==> config.mk <==
export PLATFORM = sky130hd
export DESIGN_NAME = mem_load_wb
export DESIGN_NICKNAME = d
export VERILOG_FILES = /design/src/rtl/mem_load_wb_pkg.sv /design/src/rtl/mem_load_wb_load_align.sv /design/src/rtl/mem_load_wb.sv
export SDC_FILE = /design/constraint.sdc
export NUM_CORES = 1
export LEC_CHECK = 0
export BUFFER_PORTS_ARGS = -buffer_cell sky130_fd_sc_hd__buf_2
export CAP_MARGIN = 20
export CORE_UTILIZATION = 55
export CTS_BUF_LIST = sky130_fd_sc_hd__clkbuf_8
export DETAILED_ROUTE_END_ITERATION = 12
export GPL_TIMING_DRIVEN = 0
export PLACE_DENSITY = 0.84
export SLEW_MARGIN = 20
export SYNTH_ARGS = -nofsm -noshare
export SYNTH_HDL_FRONTEND = slang
export SYNTH_SLANG_ARGS = --single-unit
==> constraint.sdc <==
create_clock -name clk -period 5 [get_ports clk]
set_input_delay 1 -clock clk [delete_from_list [all_inputs] [get_ports clk]]
set_output_delay 1 -clock clk [all_outputs]
set_load 0.005 [all_outputs]
==> src/rtl/mem_load_wb_pkg.sv <==
// Shared widths, stall polarity, load-type codes and mem-stage FSM states.
// Latency: n/a (declarations only).
// Backpressure: n/a.
package mem_load_wb_pkg;

  localparam int RegBus     = 32;
  localparam int RegAddrBus = 5;
  localparam int StallBus   = 6;

  localparam logic Stop   = 1'b1;
  localparam logic NoStop = 1'b0;

  localparam logic [2:0] LoadNone = 3'd0;
  localparam logic [2:0] LoadB    = 3'd1;
  localparam logic [2:0] LoadBU   = 3'd2;
  localparam logic [2:0] LoadH    = 3'd3;
  localparam logic [2:0] LoadHU   = 3'd4;
  localparam logic [2:0] LoadW    = 3'd5;

  typedef enum logic [1:0] {
    MemIdle  = 2'd0,
    MemFresh = 2'd1,
    MemHeld  = 2'd2
  } mem_state_e;

  // A data-RAM access with no write strobes is a load; any strobe makes it a store.
  function automatic logic is_load_ctrl(input logic [4:0] ram_ctrl);
    return ram_ctrl[4] & ~(|ram_ctrl[3:0]);
  endfunction

endpackage

==> src/rtl/mem_load_wb_load_align.sv <==
// Extracts and sign/zero-extends the addressed byte/halfword of a load word.
// Latency: purely combinational.
// Backpressure: none; no state.
module load_align
  import mem_load_wb_pkg::*;
(
  input  logic [31:0] w,
  input  logic [2:0]  load_op,
  input  logic [1:0]  addr_lo,
  output logic [31:0] data
);

  logic [7:0]  b;
  logic [15:0] h;

  // Select byte/half lanes by address, then extend according to the load type.
  always_comb begin
    b    = w[{addr_lo, 3'b000} +: 8];
    h    = w[{addr_lo[1], 4'b0000} +: 16];
    data = w;
    case (load_op)
      LoadB:   data = {{24{b[7]}}, b};
      LoadBU:  data = {24'd0, b};
      LoadH:   data = {{16{h[15]}}, h};
      LoadHU:  data = {16'd0, h};
      default: data = w;
    endcase
  end

endmodule

==> src/rtl/mem_load_wb.sv <==
// Mem-stage pipeline register; formats load data from the data SRAM and drives the mem write port.
// Latency: dc_* appears on mem_* one cycle after capture; load data is live from SRAM in its first cycle.
// Backpressure: stall[4]/stall[5] hold or bubble the stage; SRAM data is latched so a stall never loses it.
module mem_load_wb
  import mem_load_wb_pkg::*;
(
  input  logic                  clk,
  input  logic                  resetn,
  input  logic                  flush,
  input  logic [StallBus-1:0]   stall,
  input  logic                  dc_we,
  input  logic [RegAddrBus-1:0] dc_waddr,
  input  logic [RegBus-1:0]     dc_wdata,
  input  logic [4:0]            dc_ram_ctrl,
  input  logic [2:0]            dc_load_op,
  input  logic [1:0]            dc_addr_lo,
  input  logic [RegBus-1:0]     data_sram_rdata,
  output logic                  mem_we,
  output logic [RegAddrBus-1:0] mem_waddr,
  output logic [RegBus-1:0]     mem_wdata
);

  logic                  we_q;
  logic [RegAddrBus-1:0] waddr_q;
  logic [RegBus-1:0]     wdata_q;
  logic                  is_load_q;
  logic [2:0]            load_op_q;
  logic [1:0]            addr_lo_q;
  logic [RegBus-1:0]     rdata_hold;
  mem_state_e            state_q, state_d;

  logic              capture, bubble, dc_is_load;
  logic [RegBus-1:0] align_src, aligned;
  logic              stall_unused;

  // Upstream stopped while mem moves on: insert a bubble. Upstream moving: take new work.
  assign bubble       = (stall[4] == Stop) && (stall[5] == NoStop);
  assign capture      = (stall[4] == NoStop);
  assign dc_is_load   = is_load_ctrl(dc_ram_ctrl);
  assign stall_unused = ^stall[3:0];

  // Stage register: flush beats bubble beats capture; otherwise hold.
  always_ff @(posedge clk or negedge resetn) begin
    if (!resetn) begin
      we_q <= 1'b0; waddr_q <= '0; wdata_q <= '0;
      is_load_q <= 1'b0; load_op_q <= '0; addr_lo_q <= '0;
    end else if (flush || bubble) begin
      we_q <= 1'b0; waddr_q <= '0; wdata_q <= '0;
      is_load_q <= 1'b0; load_op_q <= '0; addr_lo_q <= '0;
    end else if (capture) begin
      we_q      <= dc_we;
      waddr_q   <= dc_waddr;
      wdata_q   <= dc_wdata;
      is_load_q <= dc_is_load;
      load_op_q <= dc_load_op;
      addr_lo_q <= dc_addr_lo;
    end
  end

  // Read-data FSM state register.
  always_ff @(posedge clk or negedge resetn) begin
    if (!resetn) state_q <= MemIdle;
    else         state_q <= state_d;
  end

  // Next state: a load's first cycle is FRESH; if it is held past that, it switches to the latched copy.
  always_comb begin
    state_d = state_q;
    if (flush || bubble)      state_d = MemIdle;
    else if (capture)         state_d = dc_is_load ? MemFresh : MemIdle;
    else if (state_q == MemFresh) state_d = MemHeld;
  end

  // SRAM data is only valid in the FRESH cycle, so snapshot it on every edge spent there.
  always_ff @(posedge clk or negedge resetn) begin
    if (!resetn)                  rdata_hold <= '0;
    else if (state_q == MemFresh) rdata_hold <= data_sram_rdata;
  end

  assign align_src = (state_q == MemHeld) ? rdata_hold : data_sram_rdata;

  load_align u_load_align (
    .w       (align_src),
    .load_op (load_op_q),
    .addr_lo (addr_lo_q),
    .data    (aligned)
  );

  assign mem_we    = we_q;
  assign mem_waddr = waddr_q;
  assign mem_wdata = is_load_q ? aligned : wdata_q;

endmodule

; ---- After elaboration in Yosys (flattened, before gate mapping)
; Index checks and enable logic that the tools add are counted.
[totals]
reg_bits = 78
input_bits = 89
output_inout_bits = 38
word_cells = 43
[classes]
n_eq_ne = 8
shift = 2
mux = 19
bitwise = 3
reduce_logical = 3
[ops]
columns = operator, count
row1 = $mux W32, 4
row2 = $pmux W32 S4, 1
row3 = $shiftx A32 B6 Y16, 1
row4 = $shiftx A32 B6 Y8, 1
row5 = $mux W2, 5
row6 = $mux W5, 2
row7 = $eq A3 B2 Y1 const B, 2
row8 = $mux W3, 2
row9 = $mux W1, 5
row10 = $reduce_or A4 Y1, 1
row11 = $eq A3 B1 Y1 const B, 1
row12 = $eq A3 B3 Y1 const B, 1
row13 = $ne A3 B1 Y1 const B, 1
row14 = $eq A2 B1 Y1 const B, 1
row15 = $eq A2 B2 Y1 const B, 1
row16 = $ne A2 B1 Y1 const B, 1
row17 = $not A1 Y1, 2
row18 = $and A1 B1 Y1, 1
row19 = $logic_and A1 B1 Y1, 1
row20 = $logic_or A1 B1 Y1, 1

; ---- Logic depth before layout (Yosys ltp)
[depth]
ltp_word = 6
depth_mapped = 8
ltp_nobuf = 5

; ---- Cells and area by module
; A second synthesis with hierarchy kept.
[unflattened]
hier_cells = 399
area_unflattened_um2 = 4859.7
[by_module_without_submodules]
columns = mod, n_inst, cells_each, area_each_um2, seq_area_each_um2
row1 = mem_load_wb, 1, 247, 3907.5, 1951.9
row2 = load_align, 1, 152, 952.2, 0.0

; ---- Worst setup path after synthesis
; OpenSTA, ideal clock, no wires.
[synth_path]
path_type = in2out
from = input data_sram_rdata[31]
to = output mem_wdata[21]
t_arrival_ns = 2.060
required_time_ns = 4.000
slack_ns = 1.940
cell_stages = 6
n_path_buf = 1
cell_sequence = mux2i_1 > mux2_2 > o221ai_4 > a31o_4 > buf_6 > o22a_1
[synth_between]
elab_chain_len = 4
elab_cells_between_ends = 5
classes_between = shift: 2 / mux: 3
[synth_lines]
columns = item, line_no
row1 = from (decl), mem_load_wb.sv:17  ; input logic [RegBus-1:0] data_sram_rdata,
row2 = $mux W32 (*), mem_load_wb.sv:80  ; assign align_src = (state_q == MemHeld) ? rdata_hold : data_sram_rdata;
row3 = $shiftx A32 B6 Y16 / $shiftx A32 B6 Y8 (equally long branches), "mem_load_wb_load_align.sv:19, mem_load_wb_load_align.sv:18"
row4 = $pmux W32 S4 (*), mem_load_wb_load_align.sv:21  ; case (load_op)
row5 = $mux W32 (*), mem_load_wb.sv:91  ; assign mem_wdata = is_load_q ? aligned : wdata_q;
row6 = to (decl), mem_load_wb.sv:20  ; output logic [RegBus-1:0] mem_wdata
; Mark *: on every way between the ends. The rest lies on a longest branch, timed or not.

; ---- Worst setup path after layout
[layout_path]
from = register state_q[1]
to = output mem_wdata[12]
[layout_between]
elab_chain_len = 5
elab_cells_between_ends = 6
classes_between = eq/ne: 1 / shift: 2 / mux: 3
[layout_lines]
columns = item, line_no
row1 = from (decl), mem_load_wb.sv:30  ; mem_state_e state_q, state_d;
row2 = from (signal assigned), mem_load_wb.sv:62  ; if (!resetn) state_q <= MemIdle;
row3 = from (signal assigned), mem_load_wb.sv:63  ; else state_q <= state_d;
row4 = $eq A2 B2 Y1 (*), mem_load_wb.sv:80
row5 = $mux W32 (*), mem_load_wb.sv:80
row6 = $shiftx A32 B6 Y16 / $shiftx A32 B6 Y8 (equally long branches), "mem_load_wb_load_align.sv:19, mem_load_wb_load_align.sv:18"
row7 = $pmux W32 S4 (*), mem_load_wb_load_align.sv:21
row8 = $mux W32 (*), mem_load_wb.sv:91
; Marks and branches as above.

==> impl_summary.log <==
[metrics] via count normalized by instance count: 6.09
[metrics] Worst Path Max Fanout: 10
[metrics] std cell rows: 32
[metrics] Post-CTS Setup Bufs: 0
[metrics] most frequently used cell type in the post-synthesis netlist: dfrtp_1
[metrics] largest clock skew in the final design: 0.0128 ns
[metrics] sequential cell area fraction in the yosys report: 0.450
[metrics] number of synthesized flops with an enable pin: 0
[metrics] Tightest Pin Transition: 0.687 ns
[metrics] headroom to the max-slew limit: 0.529
[metrics] drt wl/cell: 19.4 um
[metrics] non-filler instance count after layout: 628
[metrics] largest cells by area after synthesis: dfrtp_1, a22o_1, mux2i_1
[metrics] number of library cell types mapped by synthesis: 45
[metrics] required time of the critical path: 4.00 ns
[metrics] capturing element type of the critical path: output pin
[metrics] maximum clock frequency: 276 MHz
[metrics] total grt overflow: 0
[metrics] # DRC: 0
[metrics] final number of setup-violating endpoints: 0
[metrics] area taken by flip-flops and latches: 1950 um^2
[metrics] multi-input combinational cell area: 2200 um^2
[metrics] # IOs: 127
[metrics] placed wire-length estimate after detailed placement: 9110 um
[metrics] TritonCTS buffer count: 9
[metrics] core region area: 7690 um^2
[metrics] most common flop cell mapped by yosys: dfrtp_1
[metrics] final critical-path share of the clock period: 0.725
[metrics] number of placed instances, taps included: 612
[metrics] post-cts hold buffer count: 0
[metrics] die width: 90.8 um
[metrics] global-route wire length before repair: 19700 um
[metrics] biggest area consumer among synthesized cells: dfrtp_1
[metrics] clock latency of the later-clocked register in the worst-skew pair: 0.35 ns
[metrics] Detailed Route WL: 12200 um
[metrics] starting DRC count in detailed routing: 285
[metrics] setup repair after global routing missed its margin: false
[metrics] post-route total power: 1.46 mW
[metrics] Switch Pwr: 0.389 mW
[metrics] cell count after synthesis: 387
[metrics] Die Outline Area: 8240 um^2
[metrics] H-tree depth reported by CTS: 3
[metrics] count of max-cap constraint violations: 0
[metrics] largest net degree at the start of global routing: 43
[metrics] antenna violations before repair: 0
[metrics] vias in the first global route: 3854
[metrics] fraction of power consumed by combinational cells: 0.163
[metrics] leakage power summed over all cells: 2.74 nW
[metrics] Internal Pwr Total: 1.07 mW
[metrics] FF+latch count, synth: 78
[metrics] number of instances resized during post-cts repair: 0
[metrics] ant diodes: 0
[metrics] Synthesized Nets: 476
[metrics] cell types with the highest counts after synthesis: dfrtp_1, a22o_1, mux2i_1, nor2_1, mux2_2
[metrics] PortBufs: 122
[metrics] Worst Setup SP: state_q[1]$_DFFE_PN0P_
[metrics] number of fill cells: 593
[metrics] die boundary height: 90.8 um
[metrics] Critical Setup Path Class: reg2out
[metrics] via count: 3822
[metrics] WP data arrival: 2.62 ns
[metrics] worst hold path type: reg2reg
[metrics] crit path time final: 3.62 ns
[metrics] Crit Reg-Reg Startpoint: state_q[1]$_DFFE_PN0P_
[metrics] worst slack, placed: 1.54 ns
[metrics] master cell of the clock root buffer: clkbuf_8
[metrics] portion of total power attributed to the clock network: 0.350
[metrics] count of clock tree sinks: 78
[metrics] cell area after layout: 5310 um^2
[metrics] Sum Neg Setup Slack: 0 ns
[metrics] ANT nets after route: 0
[metrics] Peak supply drop: 0.150 mV
[metrics] RePlAce Congestion: 0.897
[metrics] number of warnings printed during yosys synthesis: 0
[metrics] Final Max Tran Viols: 0
[metrics] switching portion of total power: 0.267
[metrics] outcome: finished, final reports clean
[metrics] Total Nets Final: 610
[metrics] area growth from synthesis to final layout: 22.5%
[metrics] final hold viol count: 0
[metrics] deepest clock path buffer count: 2
[metrics] Seq pwr share: 0.487
[metrics] Clock transition at path regs: 0.09 ns
[metrics] power density over the cells: 275 nW/um^2
[metrics] Critical Path Start Type: register
[metrics] Worst Setup Slack, final: 1.38 ns
[metrics] Post-synth ARST share: 1.00
[metrics] cell area after synthesis: 4330 um^2
[metrics] overall routing resource usage: 0.310
[metrics] Synth top area share: 0.450
[metrics] detailed-router iteration count before antenna repair: 5
[metrics] TritonCTS clock tree: done
[metrics] Initial Utilization: 0.564
[metrics] mean instance size in the synthesized netlist: 11.2 um^2
[metrics] HP Start: rdata_hold[3]$_DFFE_PN0P_
[metrics] Placed Area: 5090 um^2
[metrics] layout cells sized above 1: 0.361
## worst max-delay path: stages (launching register included)
cell and delay (ns):
dfrtp_1 0.42, nand2b_1 0.15, buf_6 0.16, buf_4 0.24
mux2i_1 0.54, o22a_1 0.24, nor2_1 0.05, o32a_1 0.35
buf_2 0.13
## state kept, by name (all words and copies together), names as in the netlist
name and flops:
addr_lo_q 2, is_load_q 1, load_op_q 3, mem_waddr 5, mem_we 1, rdata_hold 32, state_q 2, wdata_q 32
## power groups by stage
stage                     Clock [mW]  Combinational [mW]  Sequential (mW)
after floorplan                    0               0.136            0.712
after global placement             0               0.228            0.718
after detailed placement           0               0.236            0.721
after CTS                      0.514               0.237            0.709
after global routing           0.541               0.262            0.716
final                          0.510               0.238            0.710
## path summary, 6_finish.rpt
check                                             end  slack [ns]  cells past startpoint
max                                     mem_wdata[12]        1.38                      8
min                         rdata_hold[3]$_DFFE_PN0P_        0.49                      1
max reg2reg                rdata_hold[11]$_DFFE_PN0P_        3.09                      4
min reg2reg                 rdata_hold[3]$_DFFE_PN0P_        0.49                      1
max in group asynchronous     wdata_q[28]$_DFFE_PN0N_        3.79                      2
min in group asynchronous  rdata_hold[26]$_DFFE_PN0P_        0.61                      1
## metrics by stage
step                hold WS [ns]   util
finish                     0.490  0.691
global route               0.513  0.691
CTS                        0.494  0.691
detailed placement         0.478  0.663
global placement           0.465  0.660
floorplan                  0.454      -
## logic make-up (layout without fill, tap and decap cells)
logic type / after synthesis / count (layout) / share of synthesized area
compound gates: 124 / 124 / 0.234
simple gates: 68 / 68 / 0.0713
xor+xnor: 2 / 2 / 0.00404
buf+inv: 38 / 177 / 0.0427
mux: 77 / 77 / 0.197
flops: 78 / 78 / 0.450
## per-layer routing
metal,GRT usage,part of all wire,up-vias
met3,0.0530,0.069,28
met1,0.433,0.44,1848
li1,-,-,1746
met4,0.122,0.029,0
met5,0,0,-
met2,0.484,0.46,200
## cell type report
class	instances	area share
multi-input combinational	271	0.414
sequential	78	0.367
timing repair buffer	123	0.119
buffer	33	0.0313
clock buffer	12	0.0311
tap	102	0.0240
clock inverter	4	0.00966
inverter	5	0.00353
## cell usage in the layout, fill, tap and decap left out, types with 2 or more instances in the layout
| cell | n |
|---|---|
| nor2b_1 | 2 |
| a21boi_0 | 3 |
| mux2_1 | 8 |
| buf_6 | 3 |
| a22o_1 | 43 |
| buf_2 | 124 |
| o32ai_1 | 2 |
| a311oi_1 | 2 |
| o311ai_1 | 2 |
| nor2_1 | 35 |
| clkbuf_1 | 19 |
| nand3_1 | 4 |
| a21oi_1 | 10 |
| nor3_1 | 3 |
| nand2_1 | 14 |
| nand2b_1 | 3 |
| mux2_2 | 29 |
| o22a_1 | 24 |
| o32a_1 | 8 |
| xnor2_1 | 2 |
| mux2i_1 | 37 |
| clkbuf_8 | 12 |
| dfrtp_1 | 78 |
| mux4_2 | 3 |
| o2bb2ai_1 | 3 |
| buf_1 | 3 |
| inv_1 | 4 |
| buf_4 | 5 |
| o21ai_0 | 11 |
| o22ai_1 | 9 |
Note: power is estimated with default switching activity, not from simulation.
